<file path="config.mk">
export PLATFORM = sky130hd
export DESIGN_NAME = alu_scheduler
export DESIGN_NICKNAME = d
export VERILOG_FILES = /design/src/rtl/alu_sched_pkg.sv /design/src/rtl/alu_mul_iter.sv /design/src/rtl/alu_scheduler.sv
export SDC_FILE = /design/constraint.sdc
export NUM_CORES = 1
export LEC_CHECK = 0
export CAP_MARGIN = 25
export CORE_AREA = 10 10 208 210
export DETAILED_ROUTE_END_ITERATION = 10
export DIE_AREA = 0 0 218 220
export DONT_BUFFER_PORTS = 1
export PLACE_DENSITY_LB_ADDON = 0.3
export SLEW_MARGIN = 20
export SYNTH_ARGS = -nofsm -noshare
export SYNTH_HDL_FRONTEND = slang
export SYNTH_SLANG_ARGS = --single-unit
</file>
<file path="constraint.sdc">
create_clock -name clk_i -period 4.9 [get_ports clk_i]
set_clock_uncertainty 0.1 [all_clocks]
set_input_delay 0.49 -clock clk_i [delete_from_list [all_inputs] [get_ports clk_i]]
set_output_delay 0.49 -clock clk_i [all_outputs]
set_load 0.03 [all_outputs]
</file>
<file path="src/rtl/alu_sched_pkg.sv">
// Shared definitions for the ALU scheduler: op codes, FSM states, width helper.
package alu_sched_pkg;

  localparam logic [2:0] ALU_AND  = 3'b000;
  localparam logic [2:0] ALU_ADD  = 3'b001;
  localparam logic [2:0] ALU_ADDI = 3'b010;
  localparam logic [2:0] ALU_MUL  = 3'b011;
  localparam logic [2:0] ALU_SRAI = 3'b100;
  localparam logic [2:0] ALU_SLL  = 3'b101;
  localparam logic [2:0] ALU_XOR  = 3'b110;
  localparam logic [2:0] ALU_SUB  = 3'b111;

  typedef enum logic [1:0] {
    IDLE = 2'd0,
    EXEC = 2'd1,
    MUL  = 2'd2,
    RESP = 2'd3
  } state_t;

  // Number of bits needed to index WIDTH positions (WIDTH is a power of two).
  function automatic int unsigned log2_width(input int unsigned w);
    int unsigned r;
    r = 0;
    for (int unsigned i = 0; i < 32; i++) begin
      if ((32'd1 << i) < w) r = i + 1;
    end
    return r;
  endfunction

endpackage

</file>
<file path="src/rtl/alu_mul_iter.sv">
// Iterative shift-add multiplier: one partial product per cycle over WIDTH cycles.
module alu_mul_iter
  import alu_sched_pkg::*;
#(
  parameter int unsigned WIDTH = 32
) (
  input  logic             clk,
  input  logic             rst_n,
  input  logic             start,
  input  logic [WIDTH-1:0] a,
  input  logic [WIDTH-1:0] b,
  output logic             done,
  output logic [WIDTH-1:0] product
);

  localparam int unsigned CW = log2_width(WIDTH);

  logic             running;
  logic [CW-1:0]    count;
  logic [WIDTH-1:0] acc;
  logic [WIDTH-1:0] mcand;
  logic [WIDTH-1:0] mplier;

  // Product presented is the accumulator after the current iteration, so the
  // final value is usable in the same cycle done is raised.
  always_comb begin
    product = acc + (mplier[0] ? mcand : '0);
    done    = running && (count == CW'(WIDTH - 1));
  end

  // Load operands on start, then step one multiplier bit per cycle.
  always_ff @(posedge clk or negedge rst_n) begin
    if (!rst_n) begin
      running <= 1'b0;
      count   <= '0;
      acc     <= '0;
      mcand   <= '0;
      mplier  <= '0;
    end else if (start) begin
      running <= 1'b1;
      count   <= '0;
      acc     <= '0;
      mcand   <= a;
      mplier  <= b;
    end else if (running) begin
      acc    <= product;
      mcand  <= mcand << 1;
      mplier <= mplier >> 1;
      count  <= count + CW'(1);
      if (done) running <= 1'b0;
    end
  end

endmodule

</file>
<file path="src/rtl/alu_scheduler.sv">
// Round-robin sharing of one ALU between two requesters, sequencing each op
// through execute (or iterative multiply) and a held response.
module alu_scheduler
  import alu_sched_pkg::*;
#(
  parameter int unsigned WIDTH = 32
) (
  input  logic               clk_i,
  input  logic               rst_i,
  input  logic [1:0]         req_valid_i,
  output logic [1:0]         req_ready_o,
  input  logic [5:0]         req_op_i,
  input  logic [2*WIDTH-1:0] req_a_i,
  input  logic [2*WIDTH-1:0] req_b_i,
  output logic               rsp_valid_o,
  input  logic               rsp_ready_i,
  output logic               rsp_id_o,
  output logic [WIDTH-1:0]   rsp_data_o,
  output logic               busy_o
);

  localparam int unsigned SHW = log2_width(WIDTH);

  state_t           state;
  logic             last_grant;
  logic [2:0]       op_q;
  logic [WIDTH-1:0] a_q;
  logic [WIDTH-1:0] b_q;
  logic             id_q;
  logic [WIDTH-1:0] res_q;

  logic             grant_any;
  logic             gid;
  logic [2:0]       sel_op;
  logic [WIDTH-1:0] sel_a;
  logic [WIDTH-1:0] sel_b;
  logic             mul_start;
  logic             mul_done;
  logic [WIDTH-1:0] mul_product;
  logic [WIDTH-1:0] exec_res;
  logic [SHW-1:0]   shamt;

  // Arbitration and payload selection; ready is also held low while in reset
  // so every output reads zero during reset.
  always_comb begin
    grant_any = rst_i && (state == IDLE) && (req_valid_i != 2'b00);
    gid       = 1'b0;
    if (req_valid_i == 2'b10)      gid = 1'b1;
    else if (req_valid_i == 2'b11) gid = ~last_grant;
    req_ready_o = '0;
    if (grant_any) req_ready_o[gid] = 1'b1;
    sel_op    = gid ? req_op_i[5:3] : req_op_i[2:0];
    sel_a     = gid ? req_a_i[2*WIDTH-1:WIDTH] : req_a_i[WIDTH-1:0];
    sel_b     = gid ? req_b_i[2*WIDTH-1:WIDTH] : req_b_i[WIDTH-1:0];
    mul_start = grant_any && (sel_op == ALU_MUL);
  end

  // Single-cycle result mux over the latched operands.
  always_comb begin
    shamt    = b_q[SHW-1:0];
    exec_res = '0;
    case (op_q)
      ALU_AND:  exec_res = a_q & b_q;
      ALU_ADD:  exec_res = a_q + b_q;
      ALU_ADDI: exec_res = a_q + b_q;
      ALU_SRAI: exec_res = $signed(a_q) >>> shamt;
      ALU_SLL:  exec_res = a_q << shamt;
      ALU_XOR:  exec_res = a_q ^ b_q;
      ALU_SUB:  exec_res = a_q - b_q;
      default:  exec_res = '0;
    endcase
  end

  alu_mul_iter #(
    .WIDTH(WIDTH)
  ) u_mul (
    .clk    (clk_i),
    .rst_n  (rst_i),
    .start  (mul_start),
    .a      (sel_a),
    .b      (sel_b),
    .done   (mul_done),
    .product(mul_product)
  );

  // Scheduler FSM: grant, execute or multiply, then hold the response.
  always_ff @(posedge clk_i or negedge rst_i) begin
    if (!rst_i) begin
      state      <= IDLE;
      last_grant <= 1'b1;
      op_q       <= '0;
      a_q        <= '0;
      b_q        <= '0;
      id_q       <= 1'b0;
      res_q      <= '0;
    end else begin
      case (state)
        IDLE: begin
          if (grant_any) begin
            op_q       <= sel_op;
            a_q        <= sel_a;
            b_q        <= sel_b;
            id_q       <= gid;
            last_grant <= gid;
            state      <= (sel_op == ALU_MUL) ? MUL : EXEC;
          end
        end
        EXEC: begin
          res_q <= exec_res;
          state <= RESP;
        end
        MUL: begin
          if (mul_done) begin
            res_q <= mul_product;
            state <= RESP;
          end
        end
        RESP: begin
          if (rsp_ready_i) state <= IDLE;
        end
        default: state <= IDLE;
      endcase
    end
  end

  assign rsp_valid_o = (state == RESP);
  assign busy_o      = (state != IDLE);
  assign rsp_id_o    = id_q;
  assign rsp_data_o  = res_q;

endmodule

</file>
==> metrics.md <==
| Metric | Value |
|---|---|
| Die X | `roughly 220 um` |
| Area Overhead vs Synth | `8.21%` |
| Fin. max-slew vios | `0` |
| Root Buffer | `clkbuf_16` |
| Global-route wire length before repair | `102 mm` |
| MaxCap Viol Count | `0` |
| Initial antenna violation count | `3` |
| Worst reg2reg startpoint | `b_q[3]` |
| Syn_nets | `about 2300` |
| Setup tns final | `0 ns` |
| Sequential-to-total area share from yosys stat | `29.5%` |
| R2r endpoint | `rsp_data_o[29]` |
| Routability congestion estimate | `between 0.9 and 1` |
| PortBufs | `0` |
| Tot GR Track Use | `between 20% and 30%` |
| Post-CTS Setup Bufs | `0` |
| Main flop type after synthesis | `dfrtp_1` |
| Final worst-path cycle share | `95.0%` |
| Post-synthesis cell type count | `86` |
| Global route total overflow | `0` |
| Fraction of layout instances using a drive strength above 1 | `under 10%` |
| Clock-pin slew on the worst setup and hold paths | `around 0.07 ns` |
| Routed Antenna Nets | `0` |
| Synth warnings | `0` |
| Antenna Cells | `0` |
| Core area | `~0.039 mm2` |
| Die area | `about 0.048 mm2` |
| Critical Path Sink Type | `flop` |
| Final Hold Fails | `a little over 200` |
| Final setup violation count | `0` |
| Outcome | `finished with violations` |
| Synth async-reset ratio | `100%` |
| Clock sinks | `a little over 200` |
| Via count | `16100` |
| Worst slew margin | `slightly above 30%` |
| Worst Path Max Fanout | `7` |
| TritonCTS Buffers | `25` |
| Wire per inst | `26.9 um` |
| Vias in the first global route | `between 15000 and 20000` |
| Avg Cell Area, Syn | `around 8.6 um2` |
| Drt pass-1 iters | `8` |
| Die Ht | `about 220 um` |
| Worst Path Class, Setup | `flop to flop` |
| Number of synthesized flops with an enable pin | `0` |
| Final WL | `around 68 mm` |
| Largest net degree at the start of global routing | `208` |
| R2r setup slk | `about 0.25 ns` |
| Crit start category | `flop` |
| Nets | `about 2200` |
| Crit path from | `b_q[3]` |
| Yosys reg bits | `~210` |
| Clk_lat worst skew | `between 0.5 and 0.6 ns` |
| # DRC | `0` |
| Starting density of the core | `~44%` |
| Vias per inst | `roughly 6.4` |
| Worst Hold Class | `input pin to async pin` |
| Worst slew pin tran | `approximately 1.0 ns` |
| Unrepaired setup endpoints after global routing | `false` |
| Post-DP HPWL | `~50 mm` |
| DRT iter0 DRCs | `1815` |
| Cells after Synth | `between 2000 and 2500` |
| Critical Path AT | `a little under 5 ns` |
| H-tree lvl count | `1` |
| Num ports | `approximately 180` |
| Final critical-path required period | `~4.7 ns` |
| Netlist Area Pre-Place | `roughly 0.017 mm2` |
| Worst r2r path cells | `16` |
| CP required | `approximately 5.2 ns` |
| CTS tree | `done` |
| Final Hold Slack | `-0.444 ns` |
| Failing checks | `negative hold slack` |
| FP Rows | `73` |
| Fmax | `about 210 MHz` |
| Max Root-Sink Buffers | `3` |
worst max path at each step:
stage	endpoint	cells after the start
finish	rsp_data_o[29]	16
global route	rsp_data_o[28]	17
CTS	rsp_data_o[29]	16
detailed placement	rsp_data_o[29]	18
global placement	rsp_data_o[29]	18
floorplan	rsp_data_o[29]	21
registers in the layout (all words and copies together) (netlist names):
name and count:
a_q 32, b_q 32, last_grant 1, op_q 3, rsp_data_o 32, rsp_id_o 1
state 2, u_mul.acc 32, u_mul.count 5, u_mul.mcand 32, u_mul.mplier 32, u_mul.running 1
layer usage:
| layer | global-route usage [%] | vias up | share of wire [%] |
|---|---|---|---|
| li1 | - | 7331 | - |
| met1 | 36.9 | 7971 | 43 |
| met2 | 43.8 | 692 | 45 |
| met3 | 4.70 | 124 | 7.3 |
| met4 | 11.0 | 0 | 4.4 |
| met5 | 0 | - | 0 |
final cells by class:
type	count	area, um2
Clock buffer	34	719
Clock inverter	9	76.3
Fill cell	3842	20500
Inverter	69	259
Multi-Input combinational cell	1606	11500
Sequential cell	205	5140
Tap cell	525	657
Timing Repair Buffer	60	483
cell usage after synthesis, drive strengths merged (25+ instances only):
cell,count,share of area [%]
dfrtp,204,29
ha,102,7.3
o22ai,44,1.6
buf,39,1.2
xor2,35,1.8
mux2i,169,9.7
a21oi,151,4.4
mux4,34,4.4
inv,67,1.4
o21ai,127,3.7
nor2,228,4.9
a221oi,27,1.4
clkbuf,100,2.2
a21o,28,1.2
and2,37,1.3
nor2b,32,1.2
a22oi,44,1.9
nor3,25,0.81
a21boi,41,1.8
xnor2,51,2.6
nand2,161,3.5
a211oi,41,1.8
logic make-up after synthesis:
logic type	Yosys count	synth area share, %
xor+xnor	86	4.37
compound gates	641	24.3
simple gates	564	14.7
flops	205	29.5
mux	211	14.6
fa+ha+maj	104	7.57
buf+inv	208	4.87
what timing repair did:
item / 4_1_cts / 5_1_grt
hold endpoints to repair: 205 / 205
gates resized for setup: 0 / 5
endpoints found under the setup margin: 0 / 4
through the flow:
stage               instance area, um2  cells  hold WS, ns  setup slack (ns)  util (%)
floorplan                        17400   2019       0.0944             0.376         -
detailed placement               18000   2464        0.104             0.213      45.8
finish                           18800   2508       -0.444             0.246      47.9
global placement                 18000   2462        0.104             0.263      45.7
CTS                              18800   2507       -0.478             0.184      47.8
global route                     18800   2508       -0.466            0.0465      47.9
cell usage in the layout (no fill, tap or decap), types with 26 or more instances in the layout:
master / synthesis / final
inv_1: 66 / 65
a221oi_1: 26 / 26
a21o_1: 28 / 28
a21boi_0: 39 / 39
mux4_2: 34 / 34
nand2_1: 160 / 160
dfrtp_1: 204 / 199
buf_4: 3 / 57
nor2_1: 228 / 225
o21ai_0: 93 / 93
a21oi_1: 150 / 148
o22ai_1: 44 / 44
a22oi_1: 44 / 44
xnor2_1: 50 / 50
nor2b_1: 32 / 31
o21ai_1: 34 / 33
ha_1: 102 / 102
mux2i_1: 169 / 169
and2_1: 36 / 36
xor2_1: 35 / 35
a211oi_1: 40 / 39
worst max-delay path, cell delays in order, from the launching register on:
cell and delay (ns):
dfrtp_2 0.42, nor2_1 0.26, nand3_1 0.15, or3_1 0.34, or3_1 0.34, o31ai_1 0.25, xor2_1 0.19, ha_1 0.32
nand4_1 0.16, o221ai_1 0.19, a221oi_2 0.31, a21oi_1 0.20, o311ai_2 0.42, a21oi_1 0.16, nor3b_1 0.17, o311ai_1 0.35
o311ai_1 0.16
Power is not shown: default switching activity piles up to over one toggle a cycle in this logic, so the estimate is an artifact.
